### src/rtl/dual_issue_dispatch_if.sv
// Fetch-side and issue-side signal bundle for the dual-issue dispatch stage.
// master drives fetch words and stall/flush; slave is the dispatch queue.
interface dual_issue_dispatch_if #(
  parameter int unsigned DEPTH = 8
);
  localparam int unsigned OW = $clog2(DEPTH) + 1;

  logic [1:0]    in_valid;
  logic [31:0]   in_instr0;
  logic [31:0]   in_instr1;
  logic [31:0]   in_pc;
  logic [1:0]    in_even;
  logic          in_ready;
  logic          stall;
  logic          flush;
  logic [31:0]   instructionEven;
  logic [31:0]   instructionOdd;
  logic [31:0]   PCout;
  logic [1:0]    issue_valid;
  logic [OW-1:0] occupancy;

  modport master (
    output in_valid,
    output in_instr0,
    output in_instr1,
    output in_pc,
    output in_even,
    output stall,
    output flush,
    input  in_ready,
    input  instructionEven,
    input  instructionOdd,
    input  PCout,
    input  issue_valid,
    input  occupancy
  );

  modport slave (
    input  in_valid,
    input  in_instr0,
    input  in_instr1,
    input  in_pc,
    input  in_even,
    input  stall,
    input  flush,
    output in_ready,
    output instructionEven,
    output instructionOdd,
    output PCout,
    output issue_valid,
    output occupancy
  );
endinterface

### src/rtl/dual_issue_dispatch.sv
// In-order instruction queue with even/odd pipe steering.
// Issues up to one even and one odd instruction per cycle, NOP-filled.
module dual_issue_dispatch #(
  parameter int unsigned DEPTH    = 8,
  parameter logic [31:0] NOP_EVEN = 32'h40200000,
  parameter logic [31:0] NOP_ODD  = 32'h00200000
) (
  input logic clk,
  input logic reset,
  dual_issue_dispatch_if.slave bus
);
  localparam int unsigned AW = $clog2(DEPTH);

  logic [31:0]      instr_q [DEPTH];
  logic [31:0]      pc_q    [DEPTH];
  logic [DEPTH-1:0] even_q;

  logic [AW-1:0] rd_ptr;
  logic [AW-1:0] wr_ptr;
  logic [AW-1:0] rd_nxt;
  logic [AW-1:0] wr_nxt;
  logic [AW:0]   count;
  logic [AW:0]   free;
  logic [AW:0]   push_n;
  logic [AW:0]   pop_n;
  logic          h_even;
  logic          pair;

  logic [31:0] ins_even;
  logic [31:0] ins_odd;
  logic [31:0] pc_r;
  logic [1:0]  iv_r;

  assign rd_nxt = rd_ptr + AW'(1);
  assign wr_nxt = wr_ptr + AW'(1);
  assign free   = (AW+1)'(DEPTH) - count;
  assign h_even = even_q[rd_ptr];
  // second entry is only visible when it is already in the queue
  assign pair   = (count >= (AW+1)'(2)) &&
                  (even_q[rd_nxt] != h_even);

  assign bus.in_ready        = free >= (AW+1)'(2);
  assign bus.instructionEven = ins_even;
  assign bus.instructionOdd  = ins_odd;
  assign bus.PCout           = pc_r;
  assign bus.issue_valid     = iv_r;
  assign bus.occupancy       = count;

  // number of words accepted this cycle, slot0 first
  always_comb begin
    push_n = '0;
    if (bus.in_ready && !bus.flush) begin
      if (bus.in_valid[0]) begin
        push_n = bus.in_valid[1] ? (AW+1)'(2)
                                 : (AW+1)'(1);
      end
    end
  end

  // number of entries retired by the issue stage this cycle
  always_comb begin
    pop_n = '0;
    if (!bus.stall && !bus.flush && count != '0) begin
      pop_n = pair ? (AW+1)'(2) : (AW+1)'(1);
    end
  end

  // queue storage; contents are don't-care outside the live window
  always_ff @(posedge clk) begin
    if (push_n != '0) begin
      instr_q[wr_ptr] <= bus.in_instr0;
      pc_q[wr_ptr]    <= bus.in_pc;
      even_q[wr_ptr]  <= bus.in_even[0];
    end
    if (push_n == (AW+1)'(2)) begin
      instr_q[wr_nxt] <= bus.in_instr1;
      pc_q[wr_nxt]    <= bus.in_pc + 32'd4;
      even_q[wr_nxt]  <= bus.in_even[1];
    end
  end

  // pointer and occupancy bookkeeping; flush empties the queue
  always_ff @(posedge clk or posedge reset) begin
    if (reset) begin
      rd_ptr <= '0;
      wr_ptr <= '0;
      count  <= '0;
    end else if (bus.flush) begin
      rd_ptr <= '0;
      wr_ptr <= '0;
      count  <= '0;
    end else begin
      rd_ptr <= rd_ptr + pop_n[AW-1:0];
      wr_ptr <= wr_ptr + push_n[AW-1:0];
      count  <= count + push_n - pop_n;
    end
  end

  // issue registers: steer head (and partner) to their pipes
  always_ff @(posedge clk or posedge reset) begin
    if (reset) begin
      ins_even <= NOP_EVEN;
      ins_odd  <= NOP_ODD;
      pc_r     <= '0;
      iv_r     <= '0;
    end else if (bus.flush) begin
      ins_even <= NOP_EVEN;
      ins_odd  <= NOP_ODD;
      iv_r     <= '0;
    end else if (!bus.stall) begin
      unique case (1'b1)
        count == '0: begin
          ins_even <= NOP_EVEN;
          ins_odd  <= NOP_ODD;
          iv_r     <= '0;
        end
        pair: begin
          if (h_even) begin
            ins_even <= instr_q[rd_ptr];
            ins_odd  <= instr_q[rd_nxt];
          end else begin
            ins_even <= instr_q[rd_nxt];
            ins_odd  <= instr_q[rd_ptr];
          end
          pc_r <= pc_q[rd_ptr];
          iv_r <= 2'b11;
        end
        default: begin
          if (h_even) begin
            ins_even <= instr_q[rd_ptr];
            ins_odd  <= NOP_ODD;
            iv_r     <= 2'b01;
          end else begin
            ins_even <= NOP_EVEN;
            ins_odd  <= instr_q[rd_ptr];
            iv_r     <= 2'b10;
          end
          pc_r <= pc_q[rd_ptr];
        end
      endcase
    end
  end
endmodule

### src/flat_wrapper.sv
// flat-port wrapper written by rule: the top's interface ports become plain ports
module dual_issue_dispatch_flat 
#(
  parameter int unsigned DEPTH    = 8,
  parameter logic [31:0] NOP_EVEN = 32'h40200000,
  parameter logic [31:0] NOP_ODD  = 32'h00200000
)
  (clk, reset, bus_in_valid, bus_in_instr0, bus_in_instr1, bus_in_pc, bus_in_even, bus_stall, bus_flush, bus_in_ready, bus_instructionEven, bus_instructionOdd, bus_PCout, bus_issue_valid, bus_occupancy);
  dual_issue_dispatch_if #(.DEPTH(DEPTH)) bus_i ();
  input logic clk;
  input logic reset;
  input wire logic [$bits(bus_i.in_valid)-1:0] bus_in_valid;
  input wire logic [$bits(bus_i.in_instr0)-1:0] bus_in_instr0;
  input wire logic [$bits(bus_i.in_instr1)-1:0] bus_in_instr1;
  input wire logic [$bits(bus_i.in_pc)-1:0] bus_in_pc;
  input wire logic [$bits(bus_i.in_even)-1:0] bus_in_even;
  input wire logic [$bits(bus_i.stall)-1:0] bus_stall;
  input wire logic [$bits(bus_i.flush)-1:0] bus_flush;
  output wire logic [$bits(bus_i.in_ready)-1:0] bus_in_ready;
  output wire logic [$bits(bus_i.instructionEven)-1:0] bus_instructionEven;
  output wire logic [$bits(bus_i.instructionOdd)-1:0] bus_instructionOdd;
  output wire logic [$bits(bus_i.PCout)-1:0] bus_PCout;
  output wire logic [$bits(bus_i.issue_valid)-1:0] bus_issue_valid;
  output wire logic [$bits(bus_i.occupancy)-1:0] bus_occupancy;
  assign bus_i.in_valid = bus_in_valid;
  assign bus_i.in_instr0 = bus_in_instr0;
  assign bus_i.in_instr1 = bus_in_instr1;
  assign bus_i.in_pc = bus_in_pc;
  assign bus_i.in_even = bus_in_even;
  assign bus_i.stall = bus_stall;
  assign bus_i.flush = bus_flush;
  assign bus_in_ready = bus_i.in_ready;
  assign bus_instructionEven = bus_i.instructionEven;
  assign bus_instructionOdd = bus_i.instructionOdd;
  assign bus_PCout = bus_i.PCout;
  assign bus_issue_valid = bus_i.issue_valid;
  assign bus_occupancy = bus_i.occupancy;
  dual_issue_dispatch #(.DEPTH(DEPTH), .NOP_EVEN(NOP_EVEN), .NOP_ODD(NOP_ODD)) u_core (.clk(clk), .reset(reset), .bus(bus_i));
endmodule
### config.mk
export PLATFORM = sky130hd
export DESIGN_NAME = dual_issue_dispatch_flat
export DESIGN_NICKNAME = d
export VERILOG_FILES = /design/src/rtl/dual_issue_dispatch_if.sv /design/src/rtl/dual_issue_dispatch.sv /design/src/flat_wrapper.sv
export SDC_FILE = /design/constraint.sdc
export NUM_CORES = 1
export LEC_CHECK = 0
export BUFFER_PORTS_ARGS = -buffer_cell sky130_fd_sc_hd__buf_4
export CORE_ASPECT_RATIO = 1.5
export CORE_MARGIN = 5
export CORE_UTILIZATION = 30
export CTS_CLUSTER_SIZE = 25
export DETAILED_ROUTE_END_ITERATION = 8
export GPL_ROUTABILITY_DRIVEN = 0
export GPL_TIMING_DRIVEN = 0
export MAX_ROUTING_LAYER = met4
export PLACE_DENSITY_LB_ADDON = 0.15
export SLEW_MARGIN = 10
export SYNTH_ARGS = -nofsm -noshare
export SYNTH_HDL_FRONTEND = slang
export SYNTH_SLANG_ARGS = --single-unit
### constraint.sdc
create_clock -name clk -period 3.55 [get_ports clk]
set_clock_uncertainty 0.1 [all_clocks]
set_input_delay 0.71 -clock clk [delete_from_list [all_inputs] [get_ports clk]]
set_output_delay 0.71 -clock clk [all_outputs]
set_load 0.02 [all_outputs]
* Yosys cells after proc, flatten, opt, wreduce, memory -nomap -nowiden
Memory sizes are Yosys's and may differ from the RTL's. A register that Yosys moved wholly into a read port is not among the register bits.
Cells that the tools add are included.
** Storage, ports and cells
- Register bits after elaboration :: 84
- Word-level logic and storage cells :: 81
- Memory bits (writable) :: 512
- Memories kept :: 2
- Latch bits :: 0
- Bits in read-only memories :: 0
** Memories
- u_core.instr_q :: depth 8, width 32, read ports 2, clocked after Yosys merged registers in 0, write ports 2, RTL line dual_issue_dispatch.sv:14 : logic [31:0] instr_q [DEPTH];
- u_core.pc_q :: depth 8, width 32, read ports 1, clocked after Yosys merged registers in 1, write ports 2, RTL line dual_issue_dispatch.sv:15 : logic [31:0] pc_q [DEPTH];
** Cells by class
- Multipliers :: 0
- Divide/modulo/power cells :: 0
- Shifts and indexed selects :: 0
- Bitwise logic cells :: 3
- Eq/ne operators :: 3
- Mux-type cells :: 38
- Add/sub/neg operators :: 8
- Order comparisons :: 8
- Reductions and logical operators :: 12
** Operator list (number)
- 32-bit 2-to-1 mux :: 8
- 32-bit one-hot mux with 2 select lines :: 2
- 32-bit by 3-bit adder with 32-bit output (second input constant) :: 1
- 8-bit bitwise mux :: 2
- 3-bit by 4-bit less-than comparator with 1-bit output (second input constant) :: 4
- 4-bit 2-to-1 mux :: 4
- 8-bit 2-to-1 mux :: 2
- 2-bit 2-to-1 mux :: 5
- 4-bit by 2-bit >= comparator with 1-bit output (second input constant) :: 2
- 1-bit 2-to-1 mux :: 8
- 4-bit nonzero test :: 2
- 3-bit by 1-bit adder with 3-bit output (second input constant) :: 2
- 3-bit adder :: 2
- 1-bit binary-select mux with 3-bit select :: 2
- 1-bit demux with 3-bit select :: 2
- 3-bit by 1-bit >= comparator with 1-bit output (second input constant) :: 2
- 1-bit logical AND :: 6
- 3-bit 2-to-1 mux :: 2
- 4-bit adder :: 1
- 4-bit by 2-bit == test with 1-bit output (second input constant) :: 1
- 4-bit logical NOT :: 1
- 2-bit one-hot mux with 2 select lines :: 1
- 4-bit subtractor :: 1
- 4-bit subtractor (first input constant) :: 1
- 5 further kinds :: 8

* Longest topological paths before layout
Gate-level depths: netlist (run 1).
- Depth in word-level cells :: 9
- Gate-level depth with buffers :: 14
- Depth with buffers taken out :: 13

* Least setup slack after synthesis (run 1)
OpenSTA, ideal clock, no wires.
- Kind :: register to register
- Start point :: register u_core.count[1] (netlist: u_core.bus.occupancy[1])
- End point :: memory u_core.instr_q[7][0], enable pin
- Setup time :: 0.693 ns
- Period minus slack after synthesis :: 3.892 ns
- Setup slack :: -0.342 ns
- Buffers on the path :: 2
- Stages on the path, launching flop included :: 9
- Arrival time :: 3.098 ns
- Path through :: dfrtp_1 inv_1 ha_1 xor2_1 nand4_1 buf_2 nand4_1 clkbuf_1 nand2_1
** RTL lines
- from (decl) :: RTL line dual_issue_dispatch.sv:22 : logic [AW:0] count;
- from (signal assigned) :: RTL line dual_issue_dispatch.sv:95 : count <= count + push_n - pop_n;
- to (decl) :: RTL line dual_issue_dispatch.sv:14

==> impl_metrics.env, run 1 <==
export IMPL_timing_hold_worst_class="in -> reg"
export IMPL_timing_critical_path_buf_inv=3
export IMPL_num_vias=23500
export IMPL_critPathMaxStageDelay_ns=0.51
export IMPL_htree_num_levels=3
export IMPL_dieWidth_microns=284
export IMPL_async_reset_ff_share_pct=17.2
export IMPL_postSynthAreaPerCell_sq_um=11.5
export IMPL_power_per_cell_area_nw_per_um2=704
export IMPL_worst_path_required_ns=3.72
export IMPL_critical_path_top_delay_family="simple AND/OR/NAND/NOR gates"
export IMPL_io_pins=207
export IMPL_seq_area_sq_um=18200
export IMPL_avgRoutedWirePerCell_microns=27.4
export IMPL_synth_net_count=3062
export IMPL_startpoint_type="register"
export IMPL_post_route_period_util_pct=100
export IMPL_cts_reportedPaths_clkPinSlew_ns=0.06
export IMPL_grt_pass1_vias=24600
export IMPL_numCtsBuffers=70
export IMPL_final_layout_size_suffix_gt1_share_pct=22.0
export IMPL_synth_cells=2942
export IMPL_antenna_found_initial=16
export IMPL_hpwlAfterDp_microns=84100
export IMPL_rsz0062_at_grt="true"
export IMPL_post_place_ws_ns=-1.33
export IMPL_area_of_the_core_sq_um=112000
export IMPL_yosys_warnings=0
export IMPL_power_leakage_nw=14.4
export IMPL_number_of_max_slew_violations_in_the_final_report=0
export IMPL_syn_to_final_growth_pct=17.3
export IMPL_clock_root_buffer="clkbuf_16"
export IMPL_dpl_cell_count=4519
export IMPL_violations="negative setup slack"
export IMPL_grt_max_degree=54
export IMPL_number_of_max_cap_violations=0
export IMPL_design_die_area_sq_um=119000
export IMPL_gr_usage_total_pct=21.7
export IMPL_multi_input_area_sq_um=14400
export IMPL_drt_iter0_markers=1763
export IMPL_overflow=0
export IMPL_drtAntennaViolNets=0
export IMPL_clock_tree_buffer_depth=3
export IMPL_dr_pass1_iters=5
export IMPL_worst_slew_pin_transition_ns=1.17
export IMPL_achievable_frequency_ghz=0.281
export IMPL_comb_power_share_pct=38.5
export IMPL_worst_endpoint_arrival_ns=3.73
export IMPL_crit_path_frequent_cell="nand4_1"
export IMPL_power_switching_share_pct=36.9
export IMPL_die_h_microns=421
export IMPL_met3_wirelength_microns=7260
export IMPL_n_fill_cell=11100
export IMPL_timing_worst_setup_path_type="reg -> reg"
export IMPL_io_buffer_count=125
export IMPL_detail_route_wirelength_met1_microns=49800
export IMPL_setup_viol_count_final=11
export IMPL_status="complete, but fails checks"
export IMPL_cellInternalPower_mw=17.6
export IMPL_detail_route_wirelength_microns=128000
export IMPL_yosys_area_top_type_share_pct=45.6
export IMPL_cts_tree="done"
export IMPL_count_of_unique_library_cells_instantiated_by_yosys=51
export IMPL_cts_sinks=628
export IMPL_initial_standard_cell_utilization_of_the_core_pct=30.2
export IMPL_path_cells="inv_1 > ha_1 > nor2_1 > nand4_1 > buf_2 > nand4_1 > buf_4 > nand2_8"
export IMPL_sequential_power_share_pct=34.3
export IMPL_share_clk_of_total_power_pct=27.2
export IMPL_ys_top_cells_by_area="edfxtp_1, mux4_2, nand2_1"
export IMPL_grt_first_pass_wirelength_microns=181000
export IMPL_synth_sequential_area_ratio_pct=54.1
export IMPL_mappedNetlistArea_sq_um=33700
export IMPL_switchingPower_mw=10.3
export IMPL_hold_viol=0
export IMPL_ir_worst_vdd_mv=0.371
export IMPL_viasPerCell=5.01
export IMPL_yosys_area_top_type="edfxtp_1"
export IMPL_highest_signal_layer="met4"
export IMPL_cp_slowest_cell="dfrtp_1"
export IMPL_layoutNonFillerInstCount=4686
export IMPL_row_count=150
export IMPL_design_final_nets=3291
export IMPL_synth_enable_flop_cells=512
export IMPL_clk_latency_ns=0.66
export IMPL_ys_seq_elements=628
export IMPL_finalCriticalPeriod_ns=3.56
export IMPL_finalWorstSetupSlack_ns=-0.00772
export IMPL_slew_limit_headroom_pct=21.0
export IMPL_synthFlopType="edfxtp_1"
export IMPL_worstSetupEndpointType="register"
export IMPL_met2_wirelength_microns=67600
export IMPL_crit_path_max_fanout=32
export IMPL_drc=0
==> final timing paths <==
| path | cells past startpoint | startpoint | slack, ns | to |
|---|---|---|---|---|
| setup / recovery | 8 | u_core.bus.occupancy[0] | -0.008 | u_core.instr_q[2][17] |
| hold / removal | 1 | bus_in_pc[0] | 0.20 | u_core.pc_q[5][0] |
| setup reg to reg | 8 | u_core.bus.occupancy[0] | -0.008 | u_core.instr_q[2][17] |
| hold reg to reg | 2 | u_core.bus.instructionEven[13] | 0.38 | u_core.bus.instructionEven[13] |
| max in group asynchronous | 6 | reset | 1.97 | u_core.bus.PCout[17] |
| min in group asynchronous | 3 | reset | 0.45 | u_core.bus.instructionEven[29] |
==> power by group through the flow <==
stage,Sequential [mW],Clock (mW),Combinational (mW)
after floorplan,10.2,0,5.94
after global placement,9.73,0,10.6
after detailed placement,9.71,0,10.6
after CTS,9.55,7.73,10.8
after global routing,9.64,8.01,11.4
final,9.54,7.58,10.7
==> sequential cells by signal (all words and copies together) (netlist names) <==
register and count:
u_core.bus.PCout 32, u_core.bus.instructionEven 32, u_core.bus.instructionOdd 32, u_core.bus.issue_valid 2
u_core.bus.occupancy 4, u_core.even_q 8, u_core.instr_q 256, u_core.pc_q 256
u_core.rd_ptr 3, u_core.wr_ptr 3
==> stage by stage <==
step	hold WS (ns)	area, sq um	util [%]	TNS, ns	power, mW
floorplan	0.416	33700	-	0	16.2
finish	0.200	39500	35.4	-0.0335	27.9
global placement	0.365	36500	32.7	-1194.22	20.3
global route	0.189	39500	35.4	-0.0239	29.1
detailed placement	0.372	36800	33.0	-504.75	20.3
CTS	0.159	39400	35.3	0	28.1
==> synthesized netlist by cell type (all sizes together) (8+ instances only) <==
master	number
nand2	1084
edfxtp	512
mux4	196
xnor2	185
buf	173
clkbuf	111
dfrtp	105
o21ai	102
nor2	72
mux2	63
a22oi	60
xor2	56
mux2i	44
and2	34
inv	18
nand3	18
nand4	15
ha	12
nor3	11
and3	10
and4	8
dfxtp	8
==> metal layers <==
| metal | vias to the layer above | track usage (%) |
|---|---|---|
| met5 | - | - |
| met4 | 0 | 6.60 |
| li1 | 10700 | - |
| met2 | 702 | 39.0 |
| met1 | 11800 | 24.8 |
| met3 | 194 | 3.74 |
==> kinds of logic after synthesis <==
logic type | share of synthesized area (%)
and+or+nand+nor | 15.1
DFF | 54.1
muxes | 16.5
buffers and inverters | 4.08
xor gates and xnor gates | 6.28
AOI/OAI and AO/OA | 3.24
adders and majority gates | 0.683
==> layout make-up <==
type	count	area share [%]
Buffer	283	3.43
Clock buffer	89	4.79
Antenna cell	13	0.0823
Multi-Input combinational cell	2020	36.5
Inverter	18	0.180
Timing Repair Buffer	150	3.23
Clock inverter	41	1.06
Sequential cell	628	46.1
Tap cell	1444	4.57
==> cell usage in the layout (no fill, tap or decap), types with 19 or more instances in the layout <==
cell	n
dfrtp_1	104
a22oi_1	59
edfxtp_1	512
clkinv_2	19
o21ai_0	74
mux4_2	196
mux2i_1	43
xor2_1	55
clkbuf_16	71
nor2_1	71
nand2_1	1074
and2_1	34
buf_2	83
o21ai_1	28
buf_1	52
xnor2_1	184
mux2_2	62
buf_4	180
clkbuf_1	100
==> repair_timing <==
action	CTS	global route
setup buffers	9	6
pin swaps	6	7
endpoints found under the setup margin	645	196
resized for setup	46	9
hold endpoints to repair	8	0
cloned	6	3
hold buffers	1	0
(Power assumes the default switching activity.)
==> run 2, diff against run 1 <==
Settings changed: CORE_UTILIZATION 30 to 32.
==> impl_metrics.env, run 2 (same netlist as run 1, synthesis figures left out) <==
export IMPL_status="complete, no violations"
export IMPL_slew_limit_headroom_pct=16.4
export IMPL_layoutNonFillerInstCount=4637
export IMPL_num_vias=24300
export IMPL_rsz0062_at_grt="true"
export IMPL_grt_max_degree=44
export IMPL_utilization_pct=37.5
export IMPL_detail_route_wirelength_microns=128000
export IMPL_numCtsBuffers=71
export IMPL_timing_hold_worst_class="in -> async"
export IMPL_hpwlAfterDp_microns=83600
export IMPL_hold_viol=0
export IMPL_cts_tree="done"
export IMPL_number_of_max_slew_violations_in_the_final_report=0
export IMPL_worst_r2r_path_depth=13
export IMPL_grt_pass1_vias=24900
export IMPL_timing_worst_setup_path_type="reg -> reg"
export IMPL_clk_latency_ns=0.65
export IMPL_drt_iter0_markers=2202
export IMPL_final_layout_size_suffix_gt1_share_pct=21.4
export IMPL_cts_sinks=628
export IMPL_rr_endpoint="u_core.bus.occupancy[3]"
export IMPL_startpoint_type="register"
export IMPL_grt_first_pass_wirelength_microns=179000
export IMPL_post_place_ws_ns=-1.14
export IMPL_crit_path_max_fanout=7
export IMPL_final_setup_tns_ns=0
export IMPL_regToRegStartpoint="u_core.rd_ptr[0]"
export IMPL_cts_reportedPaths_clkPinSlew_ns=0.07
export IMPL_drtAntennaViolNets=0
export IMPL_worst_endpoint_arrival_ns=3.95
export IMPL_worst_hold_slack_ns=0.0669
export IMPL_setup_viol_count_final=0
export IMPL_worst_path_required_ns=3.97
export IMPL_mostFrequentLayoutCells="nand2_1, edfxtp_1, mux4_2"
export IMPL_ir_worst_vdd_mv=0.384
export IMPL_multi_input_area_sq_um=14500
export IMPL_die_h_microns=408
export IMPL_gr_usage_total_pct=22.9
export IMPL_overflow=0
export IMPL_number_of_hold_buffers_added_after_cts=0
export IMPL_finalCriticalPeriod_ns=3.53
export IMPL_initial_standard_cell_utilization_of_the_core_pct=32.1
export IMPL_io_pins=207
export IMPL_htree_num_levels=3
export IMPL_clock_root_buffer="clkbuf_16"
export IMPL_most_common_cell_after_layout_fill_and_taps_aside="nand2_1"
export IMPL_io_buffer_count=125
export IMPL_dr_pass1_iters=6
export IMPL_finalWorstSetupSlack_ns=0.0162
export IMPL_post_route_period_util_pct=99.5
export IMPL_area_of_the_core_sq_um=105000
export IMPL_n_fill_cell=10400
export IMPL_design_final_nets=3282
export IMPL_avgRoutedWirePerCell_microns=27.6
export IMPL_dpl_cell_count=4479
export IMPL_worstSetupEndpointType="register"
export IMPL_reg2reg_slack_ns=0.02
export IMPL_achievable_frequency_ghz=0.283
export IMPL_seq_area_sq_um=18200
export IMPL_antenna_found_initial=11
export IMPL_design_die_area_sq_um=112000
export IMPL_power_per_cell_area_nw_per_um2=707
export IMPL_drc=0
export IMPL_largest_registers="u_core.instr_q (256), u_core.pc_q (256)"
export IMPL_syn_to_final_growth_pct=16.9
export IMPL_clock_tree_buffer_depth=3
export IMPL_viasPerCell=5.24
export IMPL_number_of_max_cap_violations=0
export IMPL_power_leakage_nw=14.3
export IMPL_dieWidth_microns=275
export IMPL_worst_slew_pin_transition_ns=1.24
export IMPL_row_count=146
[run 2: cell types whose count changed in the layout (fill, tap and decap cells not counted), sizes merged, moves of 2 or more]
cell | previous run | this run
clkbuf | 198 | 215
buf | 323 | 313
clkinv | 25 | 21
clkinvlp | 5 | 1
inv | 23 | 19
bufinv | 6 | 3
diode | 13 | 11
[run 2: area by class of cell]
class / instances / area share, %
Antenna cell: 11 / 0.0698
Buffer: 283 / 3.47
Clock buffer: 105 / 5.41
Clock inverter: 26 / 0.540
Inverter: 18 / 0.181
Multi-Input combinational cell: 2019 / 36.7
Sequential cell: 628 / 46.3
Tap cell: 1406 / 4.46
Timing Repair Buffer: 141 / 2.93
[run 2: worst max-delay path by stage]
stage | from | endpoint | slack, ns
finish | u_core.rd_ptr[0] | u_core.bus.occupancy[3] | 0.02
global route | u_core.rd_ptr[0] | u_core.bus.occupancy[3] | -0.09
CTS | u_core.rd_ptr[0] | u_core.bus.occupancy[3] | -0.06
detailed placement | bus_flush | u_core.bus.occupancy[3] | -1.14
global placement | u_core.bus.occupancy[1] | u_core.pc_q[7][18] | -2.06
floorplan | u_core.rd_ptr[1] | u_core.bus.occupancy[3] | 0.19
[run 2: where the power goes]
group	switching (mW)	total (mW)	internal (mW)
Sequential	0.589	9.61	9.02
Clock	3.19	7.58	4.39
Combinational	6.39	10.7	4.30
[run 2: what timing repair did]
item	4_1_cts	5_1_grt
endpoints found under the hold margin	0	0
pin swaps	9	0
cloned	7	0
setup endpoints to repair	556	470
gates resized for setup	44	17
buffers inserted	8	2
[run 2: critical path, cell delays in order (launching register included)]
cell	delay, ns
dfrtp_2	0.42
buf_4	0.18
mux4_2	0.54
mux2_4	0.36
xnor2_4	0.20
nand2_2	0.11
nor2_4	0.17
fa_1	0.43
inv_1	0.11
ha_1	0.23
a21o_1	0.15
a21oi_1	0.19
xnor2_1	0.15
nor2_1	0.06
[run 2: metrics by stage]
stage	instance area, sq um	power, mW
3_5_place_dp	36700	20.3
2_1_floorplan	33700	16.2
6_report	39400	27.9
4_1_cts	39300	28.0
5_1_grt	39400	29.1
3_3_place_gp	36400	20.1
[run 2: metal layers]
metal / wire (microns) / track usage (%) / part of all wire [%] / vias up
met5: 0 / - / 0 / -
met4: 5510 / 9.28 / 4.3 / 0
met3: 8550 / 3.79 / 6.7 / 293
met2: 66100 / 39.8 / 52 / 1103
met1: 47700 / 26.2 / 37 / 12200
li1: - / - / - / 10700
==> run 3, diff against run 2 <==
Settings changed: BUFFER_PORTS_ARGS -buffer_cell sky130_fd_sc_hd__buf_4 to default, CELL_PAD_IN_SITES_DETAIL_PLACEMENT from default to 1, CELL_PAD_IN_SITES_GLOBAL_PLACEMENT from default to 1, CORE_MARGIN 5 to 3, DONT_BUFFER_PORTS from default to 1.
==> impl_metrics.env, run 3 (same netlist as run 1, synthesis figures left out) <==
export IMPL_io_pins=207
export IMPL_avgRoutedWirePerCell_microns=30.4
export IMPL_die_h_microns=404
export IMPL_startpoint_type="register"
export IMPL_final_design_area_no_fill_sq_um=38600
export IMPL_min_delay_src="bus_in_pc[1]"
export IMPL_rr_endpoint="u_core.instr_q[0][29]"
export IMPL_power_switching_share_pct=37.6
export IMPL_gr_usage_total_pct=25.6
export IMPL_sequential_power_share_pct=38.2
export IMPL_multi_input_area_sq_um=14600
export IMPL_most_common_cell_after_layout_fill_and_taps_aside="nand2_1"
export IMPL_syn_to_final_growth_pct=14.5
export IMPL_clock_root_buffer="clkbuf_16"
export IMPL_num_vias=24100
export IMPL_htree_num_levels=3
export IMPL_design_die_area_sq_um=109000
export IMPL_finalCriticalPeriod_ns=3.54
export IMPL_power_leakage_nw=13.8
export IMPL_detail_route_wirelength_microns=137000
export IMPL_overflow=0
export IMPL_dieWidth_microns=271
export IMPL_seq_area_sq_um=18200
export IMPL_mostFrequentLayoutCells="nand2_1, edfxtp_1, mux4_2"
export IMPL_cts_tree="done"
export IMPL_area_of_the_core_sq_um=104000
export IMPL_grt_pass1_vias=26500
export IMPL_hold_viol=0
export IMPL_worst_r2r_path_depth=6
export IMPL_n_fill_cell=11300
export IMPL_regToRegStartpoint="u_core.bus.occupancy[1]"
export IMPL_viasPerCell=5.35
export IMPL_design_final_nets=3169
export IMPL_post_place_ws_ns=-2.02
export IMPL_clk_latency_ns=0.67
export IMPL_worst_endpoint_arrival_ns=3.74
export IMPL_io_buffer_count=0
export IMPL_rsz0062_at_grt="true"
export IMPL_final_layout_size_suffix_gt1_share_pct=18.6
export IMPL_clock_tree_buffer_depth=3
export IMPL_reg2reg_slack_ns=0.01
export IMPL_worstSetupEndpointType="register"
export IMPL_cts_reportedPaths_clkPinSlew_ns=0.06
export IMPL_worst_hold_path_num_cells=0
export IMPL_min_to="u_core.pc_q[5][1]"
export IMPL_slew_limit_headroom_pct=16.7
export IMPL_dpl_instance_area_sq_um=35700
export IMPL_share_clk_of_total_power_pct=27.8
export IMPL_drc=0
export IMPL_post_route_period_util_pct=99.6
export IMPL_drtAntennaViolNets=0
export IMPL_achievable_frequency_ghz=0.283
export IMPL_drt_iter0_markers=1922
export IMPL_row_count=145
export IMPL_comb_power_share_pct=34.0
export IMPL_numCtsBuffers=72
export IMPL_worst_slew_pin_transition_ns=1.25
export IMPL_power_per_cell_area_nw_per_um2=705
export IMPL_finalWorstSetupSlack_ns=0.0130
export IMPL_timing_hold_worst_class="in -> reg"
export IMPL_timing_worst_setup_path_type="reg -> reg"
export IMPL_status="complete, no violations"
export IMPL_number_of_max_cap_violations=0
export IMPL_hpwlAfterDp_microns=89800
export IMPL_largest_registers="u_core.instr_q (256), u_core.pc_q (256)"
export IMPL_cellInternalPower_mw=17.0
export IMPL_grt_max_degree=38
export IMPL_number_of_max_slew_violations_in_the_final_report=0
export IMPL_setup_viol_count_final=0
export IMPL_ir_worst_vdd_mv=0.412
export IMPL_crit_path_max_fanout=16
export IMPL_cts_sinks=628
export IMPL_grt_first_pass_wirelength_microns=194000
export IMPL_worst_path_required_ns=3.76
export IMPL_dr_pass1_iters=5
export IMPL_initial_standard_cell_utilization_of_the_core_pct=32.3
export IMPL_antenna_found_initial=10
export IMPL_switchingPower_mw=10.2
run 3: repair_timing:
action,in CTS,in global routing
endpoints found under the setup margin,721,507
hold endpoints to repair,22,0
setup buffers,4,9
resized for setup,60,37
hold buffers,1,0
pin swaps,10,6
gates cloned,12,2
run 3: stage by stage:
step	instances	total power [mW]	hold slack, ns	setup TNS, ns	util (%)
detailed placement	4343	19.6	0.466	-520.20	34.2
global placement	4338	19.4	0.454	-1157.09	34.0
finish	4513	27.2	0.0502	0	37.0
floorplan	2942	16.2	0.416	0	-
CTS	4492	27.4	0.00906	-0.00247	36.8
global route	4512	28.5	0.0334	-1.24	37.0
run 3: metal layers:
metal,track usage (%),share of wire [%],wire [microns]
met3,4.58,5.9,8140
met1,27.9,37,50700
met2,45.3,52,71600
met5,-,0,0
met4,12.1,5.0,6800
run 3: critical path: stages, from the launching register on:
cell,delay (ns)
dfrtp_2,0.55
inv_1,0.14
ha_1,0.25
xor2_1,0.19
a41oi_2,0.52
nand3_1,0.74
nand2_4,0.66
run 3: power groups by stage:
| stage | Clock (mW) | Sequential (mW) | Combinational (mW) |
|---|---|---|---|
| after floorplan | 0 | 10.2 | 5.94 |
| after global placement | 0 | 10.6 | 8.85 |
| after detailed placement | 0 | 10.6 | 9.03 |
| after CTS | 7.70 | 10.4 | 9.25 |
| after global routing | 7.99 | 10.5 | 9.94 |
| final | 7.59 | 10.4 | 9.25 |
run 3: final cells by class:
class	count	share of cell area (%)
Clock buffer	105	5.28
Tap cell	1396	4.52
Buffer	284	3.69
Sequential cell	628	47.3
Inverter	18	0.185
Timing Repair Buffer	19	0.577
Clock inverter	27	0.690
Antenna cell	10	0.0648
Multi-Input combinational cell	2026	37.7
run 3: worst max-delay path by stage:
stage,start,to,slack (ns),depth (start not counted)
final,u_core.bus.occupancy[1],u_core.instr_q[0][29],0.01,6
after global routing,u_core.bus.occupancy[1],u_core.bus.occupancy[3],-0.10,12
after CTS,u_core.bus.occupancy[1],u_core.bus.occupancy[3],-0.002,14
after detailed placement,bus_flush,u_core.bus.occupancy[3],-2.02,13
after global placement,u_core.bus.occupancy[1],u_core.pc_q[7][27],-2.20,8
after floorplan,u_core.rd_ptr[1],u_core.bus.occupancy[3],0.19,13
